===== src/rtl/async_fifo_pkg.sv =====
// Shared async FIFO helpers: Gray/binary conversion and pointer-width convention.
// Conversions work on a zero-extended PTR_MAXW-bit value, so any width up to PTR_MAXW is served.
package async_fifo_pkg;

    localparam int unsigned PTR_MAXW         = 32;
    localparam int unsigned ADDRSIZE_DEFAULT = 4;
    // Pointers carry one extra MSB to tell full from empty.
    localparam int unsigned PTRW_DEFAULT     = ADDRSIZE_DEFAULT + 1;

    function automatic logic [PTR_MAXW-1:0] bin2gray(input logic [PTR_MAXW-1:0] bin);
        return bin ^ (bin >> 1);
    endfunction

    // Prefix XOR from the MSB down; zero upper bits leave the result unaffected.
    function automatic logic [PTR_MAXW-1:0] gray2bin(input logic [PTR_MAXW-1:0] gray);
        logic [PTR_MAXW-1:0] bin;
        bin = gray;
        bin = bin ^ (bin >> 1);
        bin = bin ^ (bin >> 2);
        bin = bin ^ (bin >> 4);
        bin = bin ^ (bin >> 8);
        bin = bin ^ (bin >> 16);
        return bin;
    endfunction

endpackage


===== src/rtl/gray2bin.sv =====
// Width-parameterised Gray-to-binary converter, shared by the read and write pointer blocks.
module gray2bin #(
    parameter int unsigned WIDTH = 5
) (
    input  logic [WIDTH-1:0] gray_i,
    output logic [WIDTH-1:0] bin_o
);

    localparam int unsigned MAXW = async_fifo_pkg::PTR_MAXW;

    assign bin_o = WIDTH'(async_fifo_pkg::gray2bin(MAXW'(gray_i)));

endmodule


===== src/rtl/rptr_empty_lvl.sv =====
// Read-side pointer, empty/almost-empty and fill-level block for the async FIFO.
// Optional sticky underflow detection: define RPTR_EMPTY_LVL_UNDERFLOW_EN.
module rptr_empty_lvl
    import async_fifo_pkg::*;
#(
    parameter int unsigned ADDRSIZE = 4
) (
    input  logic                rclk,
    input  logic                rrst,
    input  logic                rinc,
    input  logic [ADDRSIZE:0]   rq2_wptr,
    input  logic [ADDRSIZE:0]   rthresh,
    output logic                rpop,
    output logic [ADDRSIZE-1:0] raddr,
    output logic [ADDRSIZE:0]   rptr,
    output logic                rempty,
    output logic                arempty,
    output logic [ADDRSIZE:0]   rlevel,
    output logic                runderflow
);

    localparam int unsigned PTRW = ADDRSIZE + 1;

    logic [PTRW-1:0] rbin_q, rbin_d;
    logic [PTRW-1:0] rptr_q, rptr_d;
    logic [PTRW-1:0] rlevel_q, rlevel_d;
    logic            rempty_q, rempty_d;
    logic            arempty_q, arempty_d;
    logic [PTRW-1:0] wbin;

    gray2bin #(.WIDTH(PTRW)) u_wptr_g2b (
        .gray_i (rq2_wptr),
        .bin_o  (wbin)
    );

    // Next pointer and status; level wraps modulo 2^PTRW with no saturation.
    always_comb begin
        rpop      = rinc & ~rempty_q;
        rbin_d    = rbin_q + PTRW'(rpop);
        rptr_d    = PTRW'(bin2gray(PTR_MAXW'(rbin_d)));
        rlevel_d  = wbin - rbin_d;
        rempty_d  = (rptr_d == rq2_wptr);
        arempty_d = (rlevel_d <= rthresh);
    end

    always_ff @(posedge rclk) begin
        if (rrst) begin
            rbin_q    <= '0;
            rptr_q    <= '0;
            rlevel_q  <= '0;
            rempty_q  <= 1'b1;
            arempty_q <= 1'b1;
        end else begin
            rbin_q    <= rbin_d;
            rptr_q    <= rptr_d;
            rlevel_q  <= rlevel_d;
            rempty_q  <= rempty_d;
            arempty_q <= arempty_d;
        end
    end

`ifdef RPTR_EMPTY_LVL_UNDERFLOW_EN
    logic runderflow_q;

    // Sticky until reset once a pop is attempted on an empty FIFO.
    always_ff @(posedge rclk) begin
        if (rrst) begin
            runderflow_q <= 1'b0;
        end else if (rinc & rempty_q) begin
            runderflow_q <= 1'b1;
        end
    end

    assign runderflow = runderflow_q;
`else
    assign runderflow = 1'b0;
`endif

    assign raddr   = rbin_q[ADDRSIZE-1:0];
    assign rptr    = rptr_q;
    assign rempty  = rempty_q;
    assign arempty = arempty_q;
    assign rlevel  = rlevel_q;

endmodule


===== config.mk =====
export PLATFORM = sky130hd
export DESIGN_NAME = rptr_empty_lvl
export DESIGN_NICKNAME = d
export VERILOG_FILES = /design/src/rtl/async_fifo_pkg.sv /design/src/rtl/gray2bin.sv /design/src/rtl/rptr_empty_lvl.sv
export SDC_FILE = /design/constraint.sdc
export NUM_CORES = 1
export LEC_CHECK = 0
export ABC_AREA = 1
export CAP_MARGIN = 20
export CORE_UTILIZATION = 42
export DETAILED_ROUTE_END_ITERATION = 10
export PLACE_DENSITY_LB_ADDON = 0.12
export SLEW_MARGIN = 40
export SYNTH_ARGS = -nofsm -noshare
export SYNTH_HDL_FRONTEND = slang
export SYNTH_SLANG_ARGS = --single-unit

===== constraint.sdc =====
create_clock -name rclk -period 3.75 [get_ports rclk]
set_input_delay 1.125 -clock rclk [delete_from_list [all_inputs] [get_ports rclk]]
set_output_delay 1.125 -clock rclk [all_outputs]
set_load 0.1 [all_outputs]

# ---- Word-level counts from Yosys, hierarchy flattened
# Cells that the tools add are included.
dict set report totals {
  register_bits 17
  inputBits 13
  out_inout_bits 18
  word_cells 17
}
dict set report classes {
  addsub 2
  n_lt_le_gt_ge 1
  n_eq_ne 1
  bitwise 8
}
# op n
set op_table {}
lappend op_table {{$xor 21x21->21 const B} 1}
lappend op_table {{$xor 5x4->5} 2}
lappend op_table {{$add 5x1->5} 1}
lappend op_table {{$eq 5x5->1} 1}
lappend op_table {{$le 5x5->1} 1}
lappend op_table {{$sub 5x5->5} 1}
lappend op_table {{$xor 5x1->5} 1}
lappend op_table {{$xor 5x3->5} 1}
lappend op_table {{$xor 5x5->5} 1}
lappend op_table {{$and 1x1->1} 1}
lappend op_table {{$not 1->1} 1}

# ---- Longest topological paths before layout
dict set report logic_depth {
  ltp_word 7
  mapped_depth 19
  mapped_depth_nobuf 19
}

# ---- Cells and area by module
# From an unflattened synthesis, not the netlist that was laid out.
dict set report unflattened {
  hier_cells 186
  area_unflattened_um2 1196.1
}
# mod instances cells_each area_per_inst_um2 seq_area_each_um2
set modules_own_cells {}
lappend modules_own_cells {rptr_empty_lvl 1 159 1067.3 320.3}
lappend modules_own_cells {gray2bin 1 27 128.9 0.0}

# ---- Least setup slack after synthesis
# OpenSTA, ideal clock, no wires.
dict set report synth_path {
  path_kind {input to register}
  start {input port rinc}
  end {register arempty_q (netlist: arempty)}
  setup_time_ns 0.131
  arrival_ns 4.235
  t_required_ns 3.619
  path_slack_ns -0.617
  cell_stages 15
  path_buffers 0
  cell_sequence {inv_1 > nor2_1 > nand3_1 > nand2_1 > nand2_1 > ha_1 > inv_1 > nor2_1 > nor2_1 > xor2_1 > inv_1 > ha_1 > nand4_1 > o221ai_1 > o211ai_1}
}
dict set report synth_between {
  elab_chain_len 4
}
# item line_no
set synth_rtl {}
lappend synth_rtl {{start, declared} rptr_empty_lvl.sv:10} ;# input logic rinc,
lappend synth_rtl {{$and 1x1->1} rptr_empty_lvl.sv:38} ;# rpop = rinc & ~rempty_q;
lappend synth_rtl {{net rpop} rptr_empty_lvl.sv:13} ;# output logic rpop,
lappend synth_rtl {{$add 5x1->5} rptr_empty_lvl.sv:39} ;# rbin_d = rbin_q + PTRW'(rpop);
lappend synth_rtl {{$sub 5x5->5} rptr_empty_lvl.sv:41} ;# rlevel_d = wbin - rbin_d;
lappend synth_rtl {{net rlevel_d[4]} rptr_empty_lvl.sv:26} ;# logic [PTRW-1:0] rlevel_q, rlevel_d;
lappend synth_rtl {{$le 5x5->1} rptr_empty_lvl.sv:43} ;# arempty_d = (rlevel_d <= rthresh);
lappend synth_rtl {{end signal, assigned} rptr_empty_lvl.sv:58} ;# arempty_q <= arempty_d;
lappend synth_rtl {{end, declared} rptr_empty_lvl.sv:28} ;# logic arempty_q, arempty_d;
# The timed path passes the listed nets, and every way through them passes these cells.
# A chain may end at the register's enable or synchronous reset.

# ---- Worst setup path in the final report
dict set report layout_path {
  start {input port rq2_wptr[3]}
  end {register arempty_q (netlist: arempty)}
}
dict set report layout_between {
  elab_chain_len 7
}
# item line_no
set layout_rtl {}
lappend layout_rtl {{start, declared} rptr_empty_lvl.sv:11} ;# input logic [ADDRSIZE:0] rq2_wptr,
lappend layout_rtl {{$xor 5x4->5} async_fifo_pkg.sv:18} ;# bin = bin ^ (bin >> 1);
lappend layout_rtl {{$xor 5x3->5} async_fifo_pkg.sv:19} ;# bin = bin ^ (bin >> 2);
lappend layout_rtl {{$xor 5x1->5} async_fifo_pkg.sv:20} ;# bin = bin ^ (bin >> 4);
lappend layout_rtl {{$xor 21x21->21} async_fifo_pkg.sv:21} ;# bin = bin ^ (bin >> 8);
lappend layout_rtl {{$xor 5x5->5} async_fifo_pkg.sv:22} ;# bin = bin ^ (bin >> 16);
lappend layout_rtl {{$sub 5x5->5} rptr_empty_lvl.sv:41}
lappend layout_rtl {{net rlevel_d[4]} rptr_empty_lvl.sv:26}
lappend layout_rtl {{$le 5x5->1} rptr_empty_lvl.sv:43}
# The timed path passes the listed nets, and every way through them passes these cells.

==> run summary <==
The flow ran to the end, and the final reports show no timing, DRC or antenna violations. The logs give 1240 um for the met2 wire length and 2540 um for the final routed wirelength across all metal layers. For this design, the sink count on the clock tree is 16. The start-to-end type of the worst setup path is input pin to flop. The detailed route wirelength on metal3 came out at 113 um.

The total number of vias was 1144. For this design the ratio of total power to cell area is 409 nW/um2. For the placed wire-length estimate after detailed placement, the log shows 1950 um. The floorplan has 17 rows. The achievable clock frequency was 273 MHz; the worst ir drop on vdd was 0.395 mV. During synthesis, Yosys emitted a total of 0 warnings. The top metal layer carrying routed signals was met4.

The die covers 2750 um2. The logs give 29.9% for the fraction of the yosys area taken by sequential cells and 2300 um2 for the placeable core region. The total clock buffers created by CTS is 3. The number of global-route vias before repair is 1034, and the effective utilization at floorplan is 46.6%.

From synthesis to final layout, the design area changed by 51.3%. The most common cell after layout, fill and taps aside was sky130_fd_sc_hd__nand2_1. For this run, the share of the core covered by cells in the final layout is 70.5%. The clock transition time at the flip-flop clock pins of the worst setup and hold paths was 100 ps; the number of maximum-capacitance constraint violations was 0. Entering global routing, the biggest net connects 16 pins.

The run gives 1070 um2 as the area of the mapped netlist. The synthesized design spends more area on one cell type than any other, namely sky130_fd_sc_hd__dfxtp_1. The floorplan step set the die width to 52.5 um. The max-slew violation count was 0; the number of setup violations in the final report was 0. The slew at the pin closest to its max-slew limit came out at 570 ps. Summed over all failing endpoints, the final setup total negative slack is 0 ps.

The arrival time of the worst setup path is 3840 ps, and the final clock period utilization by the worst path is 97.8%. By area the synthesized netlist is led by sky130_fd_sc_hd__dfxtp_1 (30%), sky130_fd_sc_hd__nand2_1 (15%), sky130_fd_sc_hd__ha_1 (12%). Setup repair after global routing could not meet its margin everywhere. The count of nets left with antenna violations once routing finished came out at 0.

The logs give 0 for the count of final hold-check violations and 20.3% for the global routing usage summed across all routing layers. The area fraction in and, or, nand and nor cells after synthesis was 31.5%. The worst slew slack as a fraction of its limit was 61.9%; the adder-cell share of the synthesized area was 13.6%. TritonCTS built the clock tree. Net switching is 44.2% of the power. The tools report the clock tree root buffer cell as sky130_fd_sc_hd__clkbuf_4. The run gives 1 as the maximum level of the CTS H-tree. The logs give 180 for the total of fill cells in the finished design and 1160 um for the wire length the detailed router placed on met1. After detailed routing, the number of remaining DRC violations is 0. Switching power summed over all nets: 0.293 mW. The worst setup path is launched from an input pin. At the end of the flow, the number of nets in the layout was 235. The library cells used most frequently in the layout, excluding fill and tap cells, are sky130_fd_sc_hd__nand2_1 (41), sky130_fd_sc_hd__buf_4 (36), sky130_fd_sc_hd__inv_1 (30).

During placement, the flow inserted port buffers numbering 29. The first TritonRoute pass finished after 4 iterations. The post-route netlist has 27.1% of its cells at a drive strength greater than 1. The die height was 52.5 um; the routed via count divided by cell count was 4.81.

In the final routed layout, each cell accounts on average for 10.7 um. For the worst-skew pair, the clock arrives at the later sink with an insertion delay of 290 ps. In this run the worst path has a maximum fanout of 3. The shortest clock period the worst path allows after layout was 3670 ps.

The post-synthesis cell type count was 18. The synthesized design devotes to its leading area cell type 29.9% of total area. The clock share of power is 17.6%. For the number of antenna violations at the first check in global routing, the log shows 0. STA classifies the critical path endpoint as a flop. The number of nets handed over by synthesis was 183. The first global-routing pass estimated 4060 um of wire. For the leakage power total, the log shows 0.873 nW.

The run gives 0 as the overflow left after global routing. The combinational share of power was 53.2%. The internal portion of the total power is 0.369 mW. The synthesized design contains 16 register bits. The complex-gate fraction of the synthesized area was 5.73%. The xor and xnor area share after synthesis is 7.02%, and the data required time of the worst path is 3920 ps.

Routability-driven placement finished with a final weighted congestion of 0.795. The average size of a mapped cell works out to 6.73 um2. After technology mapping, the gate count stands at 159.

The portion of synthesized area spent on multiplexers is 0%. On the final layout, the worst clock skew is 8.28 ps. The clock passes through at most 2 buffers.

The logs give 0 for the number of inserted diodes and 26 for the initial DRC count. In this run the count of I/O pins placed on the die edge is 31. The share of total power dissipated in sequential elements is 29.2%. The type of the most critical hold path was flop to flop. Dominant combinational cell family by area after synthesis: simple AND/OR/NAND/NOR gates.
final cells by class:
class / count / area, um2 / area share (%)
timing repair buffer: 49 / 420 / 26.0
multi-input combinational: 110 / 691 / 42.7
clock buffer: 4 / 36.3 / 2.24
tap: 28 / 35.0 / 2.16
sequential: 16 / 320 / 19.8
inverter: 31 / 116 / 7.19
metal layers:
metal / vias up / global-route usage, %
li1: 597 / -
met1: 512 / 23.8
met2: 31 / 36.1
met3: 4 / 3.48
met4: 0 / 7.89
met5: - / 0
sequential cells by signal, summed over array words and instances (netlist names):
name / cells
arempty: 1
rbin_q: 5
rempty: 1
rlevel: 5
rptr: 4
stage by stage:
| stage | total power [mW] | setup slack (ps) | std cells | hold WS (ps) | cell area (um2) |
|---|---|---|---|---|---|
| floorplan | 0.429 | 20.4 | 159 | 1030 | 1090 |
| global placement | 0.521 | -565 | 231 | 683 | 1500 |
| detailed placement | 0.524 | -680 | 231 | 689 | 1500 |
| CTS | 0.647 | 7.79 | 237 | 704 | 1560 |
| global route | 0.695 | -54.4 | 238 | 768 | 1620 |
| finish | 0.662 | 83.0 | 238 | 695 | 1620 |
cell usage after synthesis, drive strengths merged:
cell type,number
a21oi,8
buf,1
clkbuf,1
conb,1
dfxtp,16
fa,1
ha,10
inv,31
nand2,42
nand3,17
nand4,4
nor2,17
nor3,1
o211ai,1
o21ai,1
o221ai,1
xor2,6
worst paths after layout:
check | startpoint | endpoint | slack, ps | depth (start not counted)
setup / recovery | rq2_wptr[3] | arempty | 80 | 17
hold reg to reg | rbin_q[4] | rptr[3] | 700 | 4
hold / removal | rbin_q[4] | rptr[3] | 700 | 4
setup reg to reg | rempty | arempty | 960 | 17
worst max-delay path, cell delays in order:
cell	delay, ps
sky130_fd_sc_hd__buf_8	110
sky130_fd_sc_hd__xor2_4	180
sky130_fd_sc_hd__xor2_2	190
sky130_fd_sc_hd__xor2_2	170
sky130_fd_sc_hd__xor2_1	180
sky130_fd_sc_hd__ha_2	200
sky130_fd_sc_hd__fa_2	390
sky130_fd_sc_hd__nor2_4	130
sky130_fd_sc_hd__nor2_2	60
sky130_fd_sc_hd__nor2_1	100
sky130_fd_sc_hd__nor2_1	60
sky130_fd_sc_hd__xor2_1	190
sky130_fd_sc_hd__inv_1	100
sky130_fd_sc_hd__ha_4	270
sky130_fd_sc_hd__nand4_1	90
sky130_fd_sc_hd__o221ai_1	170
sky130_fd_sc_hd__o211ai_1	120
timing repair:
item,in CTS,in global routing
gates cloned,0,0
hold buffers,0,0
pin swaps,2,15
hold endpoints to repair,0,0
setup buffers,2,1
endpoints found under the setup margin,1,1
gates resized for setup,7,21
kinds of logic after synthesis:
family / after synthesis
simple gates: 81
buf+inv: 33
flops: 16
compound gates: 11
fa+ha+maj: 11
xor+xnor: 6
other cells: 1
power by group through the flow:
stage / combinational (mW) / sequential, mW / clock, mW
after global routing: 0.377 / 0.195 / 0.123
after global placement: 0.325 / 0.197 / 0
after detailed placement: 0.327 / 0.197 / 0
final: 0.352 / 0.193 / 0.116
after floorplan: 0.110 / 0.319 / 0
after CTS: 0.334 / 0.193 / 0.119
Note: power is estimated with default switching activity, not from simulation.
